## config.mk

```make
export PLATFORM = sky130hd
export DESIGN_NAME = hbridge_monitor
export DESIGN_NICKNAME = d
export VERILOG_FILES = /design/src/rtl/hbridge_monitor.sv
export SDC_FILE = /design/constraint.sdc
export NUM_CORES = 1
export LEC_CHECK = 0
export ABC_AREA = 1
export CORE_ASPECT_RATIO = 1.1
export CORE_UTILIZATION = 45
export DETAILED_ROUTE_END_ITERATION = 7
export PLACE_DENSITY = 0.66
export SYNTH_ARGS = -nofsm -noshare
export SYNTH_HDL_FRONTEND = slang
export SYNTH_SLANG_ARGS = --single-unit
```

## constraint.sdc

```tcl
create_clock -name clk -period 2.3 [get_ports clk]
set_clock_uncertainty 0.2 [all_clocks]
set_input_delay 0.23 -clock clk [delete_from_list [all_inputs] [get_ports clk]]
set_output_delay 0.23 -clock clk [all_outputs]
set_load 0.01 [all_outputs]
```

## src/rtl/hbridge_monitor.sv

```systemverilog
`default_nettype none
// ============================================================================
// Module   : hbridge_monitor
// Purpose  : Observes a 4-bit H-bridge gate drive. Measures duty/direction
//            over a free-running window of PERIOD cycles and flags illegal
//            gate patterns and direction reversals with too little dead time.
// Ports    : clk            - rising-edge clock
//            reset_n        - asynchronous active-low reset
//            gate[3:0]      - gate drive under observation
//            clear_faults   - synchronous clear of sticky fault flags
//            duty[5:0]      - active samples in last completed window
//            dir            - 1 = forward (1001), 0 = reverse (0110)
//            on             - last window had at least one active sample
//            dir_mixed      - last window saw both directions
//            duty_valid     - one-cycle pulse when window results update
//            fault_illegal  - sticky: non-legal gate pattern seen
//            fault_deadtime - sticky: reversal with short dead time
// Revision : 1.0 - initial release
// ============================================================================
module hbridge_monitor #(
    parameter int PERIOD    = 32,
    parameter int DEAD_TIME = 500
) (
    input  logic       clk,
    input  logic       reset_n,
    input  logic [3:0] gate,
    input  logic       clear_faults,
    output logic [5:0] duty,
    output logic       dir,
    output logic       on,
    output logic       dir_mixed,
    output logic       duty_valid,
    output logic       fault_illegal,
    output logic       fault_deadtime
);

    localparam int WIN_W  = (PERIOD > 1) ? $clog2(PERIOD) : 1;
    localparam int IDLE_W = $clog2(DEAD_TIME + 1);

    localparam logic [WIN_W-1:0]  WIN_LAST = WIN_W'(PERIOD - 1);
    localparam logic [IDLE_W-1:0] IDLE_MAX = IDLE_W'(DEAD_TIME);

    localparam logic [3:0] PAT_IDLE = 4'b0000;
    localparam logic [3:0] PAT_FWD  = 4'b1001;
    localparam logic [3:0] PAT_REV  = 4'b0110;

    typedef enum logic [1:0] {
        DIR_NONE = 2'd0,
        DIR_FWD  = 2'd1,
        DIR_REV  = 2'd2
    } last_dir_e;

    logic [3:0]        g_q,        g_d;
    logic [WIN_W-1:0]  win_q,      win_d;
    logic [5:0]        acc_q,      acc_d;
    logic              seen_fwd_q, seen_fwd_d;
    logic              seen_rev_q, seen_rev_d;
    logic              win_dir_q,  win_dir_d;
    logic [5:0]        duty_q,     duty_d;
    logic              dir_q,      dir_d;
    logic              on_q,       on_d;
    logic              mixed_q,    mixed_d;
    logic              valid_q,    valid_d;
    logic              f_ill_q,    f_ill_d;
    logic              f_dt_q,     f_dt_d;
    logic [IDLE_W-1:0] idle_q,     idle_d;
    last_dir_e         last_q,     last_d;

    logic       w_fwd, w_rev, w_idle, w_act, w_ill;
    logic       w_win_end, w_reversal;
    logic [5:0] w_sum;

    always_comb begin
        w_fwd      = (g_q == PAT_FWD);
        w_rev      = (g_q == PAT_REV);
        w_idle     = (g_q == PAT_IDLE);
        w_act      = w_fwd | w_rev;
        w_ill      = ~(w_act | w_idle);
        w_win_end  = (win_q == WIN_LAST);
        w_sum      = acc_q + 6'(w_act);
        // Reversal only counts against a known previous direction, so the
        // first activation after reset (last = NONE) never faults.
        w_reversal = ((w_fwd && last_q == DIR_REV) || (w_rev && last_q == DIR_FWD))
                     && (idle_q < IDLE_MAX);

        g_d        = gate;
        win_d      = win_q + WIN_W'(1);
        acc_d      = w_sum;
        seen_fwd_d = seen_fwd_q | w_fwd;
        seen_rev_d = seen_rev_q | w_rev;
        win_dir_d  = w_act ? w_fwd : win_dir_q;
        duty_d     = duty_q;
        dir_d      = dir_q;
        on_d       = on_q;
        mixed_d    = mixed_q;
        valid_d    = 1'b0;
        idle_d     = idle_q;
        last_d     = last_q;

        if (w_win_end) begin
            // Results include the sample classified on the closing cycle.
            win_d      = '0;
            acc_d      = '0;
            seen_fwd_d = 1'b0;
            seen_rev_d = 1'b0;
            duty_d     = w_sum;
            on_d       = (w_sum != 6'd0);
            mixed_d    = (seen_fwd_q | w_fwd) & (seen_rev_q | w_rev);
            valid_d    = 1'b1;
            if (w_act) begin
                dir_d = w_fwd;
            end else if (seen_fwd_q | seen_rev_q) begin
                dir_d = win_dir_q;
            end
        end

        if (w_idle) begin
            if (idle_q != IDLE_MAX) begin
                idle_d = idle_q + IDLE_W'(1);
            end
        end else begin
            idle_d = '0;
        end

        if (w_fwd) begin
            last_d = DIR_FWD;
        end else if (w_rev) begin
            last_d = DIR_REV;
        end

        // A new fault event overrides a simultaneous clear.
        f_ill_d = w_ill      | (f_ill_q & ~clear_faults);
        f_dt_d  = w_reversal | (f_dt_q  & ~clear_faults);
    end

    always_ff @(posedge clk or negedge reset_n) begin
        if (!reset_n) begin
            g_q        <= PAT_IDLE;
            win_q      <= '0;
            acc_q      <= '0;
            seen_fwd_q <= 1'b0;
            seen_rev_q <= 1'b0;
            win_dir_q  <= 1'b0;
            duty_q     <= '0;
            dir_q      <= 1'b0;
            on_q       <= 1'b0;
            mixed_q    <= 1'b0;
            valid_q    <= 1'b0;
            f_ill_q    <= 1'b0;
            f_dt_q     <= 1'b0;
            idle_q     <= IDLE_MAX;
            last_q     <= DIR_NONE;
        end else begin
            g_q        <= g_d;
            win_q      <= win_d;
            acc_q      <= acc_d;
            seen_fwd_q <= seen_fwd_d;
            seen_rev_q <= seen_rev_d;
            win_dir_q  <= win_dir_d;
            duty_q     <= duty_d;
            dir_q      <= dir_d;
            on_q       <= on_d;
            mixed_q    <= mixed_d;
            valid_q    <= valid_d;
            f_ill_q    <= f_ill_d;
            f_dt_q     <= f_dt_d;
            idle_q     <= idle_d;
            last_q     <= last_d;
        end
    end

    assign duty           = duty_q;
    assign dir            = dir_q;
    assign on             = on_q;
    assign dir_mixed      = mixed_q;
    assign duty_valid     = valid_q;
    assign fault_illegal  = f_ill_q;
    assign fault_deadtime = f_dt_q;

endmodule
`default_nettype wire

```

==> impl_results.md <==
- CTS buffer count: 5
- RSZ-0062 raised after global routing: no
- Status: finished clean
- GRT busiest layer: met2
- Non-filler instance count after layout: 265
- CP dominant cell by count: nor2_1
- Nets: 227
- # rows: 23
- Peak VDD IR: 494 uV
- Initial antenna violation count: 0
- CTS Root Cell: clkbuf_8
- Synth Area per Inst: 9.40 sq um
- Worst Hold Class: in2reg
- Post-synthesis net count: 202
- Fin Hold WS: 174 ps
- Drt first-iter violations: 32
- Compound-gate portion of the synthesized area: 7.75%
- Pwr Density: 766 nW/um^2
- Post-synth EDFFs: 0
- IO Count: 19
- Clock latency on the worst-skew pair: 290 ps
- Synth area leaders: dfrtp_1 (48%), dfstp_2 (8.9%), nand2_1 (8.2%), inv_1 (5.3%), ha_1 (4.2%)
- CP Launch Type: flop
- Simple-gate share of the synthesized area: 24.2%
- CTS tree: yes
- Die area: 4200 sq um
- Total core area: 3710 sq um
- Antenna-violating nets left: 0
- All-Layer GR Usage: 18.0%
- WP data arrival: 2060 ps
- DRT Wirelength: 2950 um
- Met2 usage in global routing: 30.2%
- CP peak stage delay: 420 ps
- Chip height: 67.9 um
- Mapped Cells: 189
- DR pass1 iterations: 4
- Setup TNS: 0 ps
- Seq cells post-synth: 40
- First-pass GRT wire length: 5310 um
- Die width: 61.9 um
- H-tree Lvls: 2
- Mux cell area share after synthesis: 0%
- Fraction of registers with async set/reset: 100%
- Required time worst endpoint: 2280 ps
- Largest family of logic cells by synthesized area: simple AND/OR/NAND/NOR gates
- Leakage: 0.000976 uW
- Largest area contributor in the netlist: dfrtp_1
- Final setup vio count: 0
- Synth Area in XOR/XNOR: 0.986%
- Pin count of the biggest net entering global routing: 41
- Synth unique cells: 24
- Most common cell after layout, fill and taps aside: nand2_1
- Post-synthesis sequential area ratio: 56.8%
- Clk sinks: 40
- Final Max Tran Viols: 0
- Critical path type: reg2reg
- Slew margin rel.: 44.1%
- Synthesis Warnings: 0
- Residual DRC: 0
- Post-CTS Setup Inserts: 0
- CP Capture Type: flop
- Ant. Diodes: 0
- Slowest-stage cell, CP: dfrtp_1
- Max-cap viol count: 0
- Netlist Area Pre-Place: 1780 sq um
- Vias in the first global route: 1,251
- Total gr overflow: 0
- Buffers added on ports: 18
- Share of layout cells above drive strength 1: 13.0%
- Clock tree buffer depth: 2
- # placed instances: 256
- Worst-Margin Slew: 838 ps
- Crit-path max FO: 4
- Share of the synthesized area in the top cell type: 47.9%
- Worst path cell trace: inv_1, nand4_1, nand2_2, ha_1, ha_2, nor2_1, nand2_1, nor2_1, nand2_1, nor2_1, nor2_1
- Part of the cycle the worst path needs: 90.6%
- Routed via count: 1,292
- Synth-to-Final Area Change: 19.8%
- Via-to-Cell Ratio: 4.88
- Met1 Usage GRT: 20.3%
- Ys flop type: dfrtp_1
- Tmin final: 2080 ps
- Final Hold Fails: 0
- Post-Synth Adder-Cell Area: 4.23%
- Util after Layout: 57.3%
- Highest-count cells in the layout ignoring fill and taps: nand2_1 (38), dfrtp_1 (34), inv_1 (25), nor2_1 (20), clkdlybuf4s50_1 (17)
- Max Clk Rate: 480 MHz
- Met3 layer usage reported by global route: 6.99%
- Clock Pin Slew Worst Setup and Hold Paths: 70 ps
- Wire per inst: 11.1 um
- Routability cong.: 0.754
- Total power: 1630 uW
- Starting Density: 47.9%
- Detail Placement HPWL: 2160 um
[critical path: cells and delay by family, from the launching register on]
kind                       cells  cell delay [ps]
adders and majority gates      2              520
buffers and inverters          1              120
DFF                            1              420
and+or+nand+nor                8              710
[logic make-up (layout without fill, tap and decap cells)]
kind of cell,after synthesis,after routing
xor+xnor,2,2
simple gates,87,87
compound gates,26,26
fa+ha+maj,6,6
buf+inv,28,54
flops,40,40
[sequential cells by signal (all words and copies together), names as in the netlist]
| register | flops |
|---|---|
| duty | 6 |
| dir | 1 |
| duty_valid | 1 |
| seen_rev_q | 1 |
| fault_illegal | 1 |
| idle_q | 9 |
| win_q | 5 |
| last_q | 2 |
| on | 1 |
| g_q | 4 |
| acc_q | 6 |
| fault_deadtime | 1 |
| dir_mixed | 1 |
| seen_fwd_q | 1 |
[where the power goes]
part | internal, uW | switching, uW | total (uW)
registers | 795 | 59.4 | 855
clock network | 244 | 221 | 466
logic | 157 | 152 | 309
total | 1200 | 433 | 1630
[final cells by class]
| type | instances | area [sq um] |
|---|---|---|
| Inverter | 25 | 93.8 |
| Clock buffer | 8 | 90.1 |
| Tap cell | 50 | 62.6 |
| Fill cell | 330 | 1580 |
| Sequential cell | 40 | 1010 |
| Multi-Input combinational cell | 121 | 673 |
| Timing Repair Buffer | 21 | 200 |
[metrics by stage]
step                      instance area, sq um  setup WS [ps]
after global routing                      2130           22.3
after global placement                    2010            245
after floorplan                           1780            333
after CTS                                 2110            143
after detailed placement                  2010            170
final                                     2130            216
[cell usage after synthesis, drive strengths merged (2+ instances only)]
library cell  count
nor2             24
nand2            41
nand4             5
dfrtp            34
xor2              2
ha                6
o21ai            13
buf               3
dfstp             6
inv              25
nor3b             2
a21oi             9
a31oi             2
nand3            13
[metal layers]
metal	part of all wire [%]	wire, um
met1	45	1320
met5	0	0
met2	50	1470
met4	1.8	53
met3	3.5	103
[path summary, 6_finish.rpt]
check                         from         to  slack, ps  depth (start not counted)
max                         g_q[2]         on        220                         11
min                        gate[2]     g_q[2]        170                          1
max reg2reg                 g_q[2]         on        220                         11
min reg2reg                    dir        dir        270                          2
max in group asynchronous  reset_n  idle_q[0]        990                          2
min in group asynchronous  reset_n     g_q[0]        380                          2
[repair_timing]
| action | CTS | global route |
|---|---|---|
| hold buffers | 1 | 0 |
| setup endpoints to repair | 0 | 1 |
| hold endpoints to repair | 34 | 0 |
| gates resized for setup | 0 | 3 |
(Power assumes the default switching activity.)
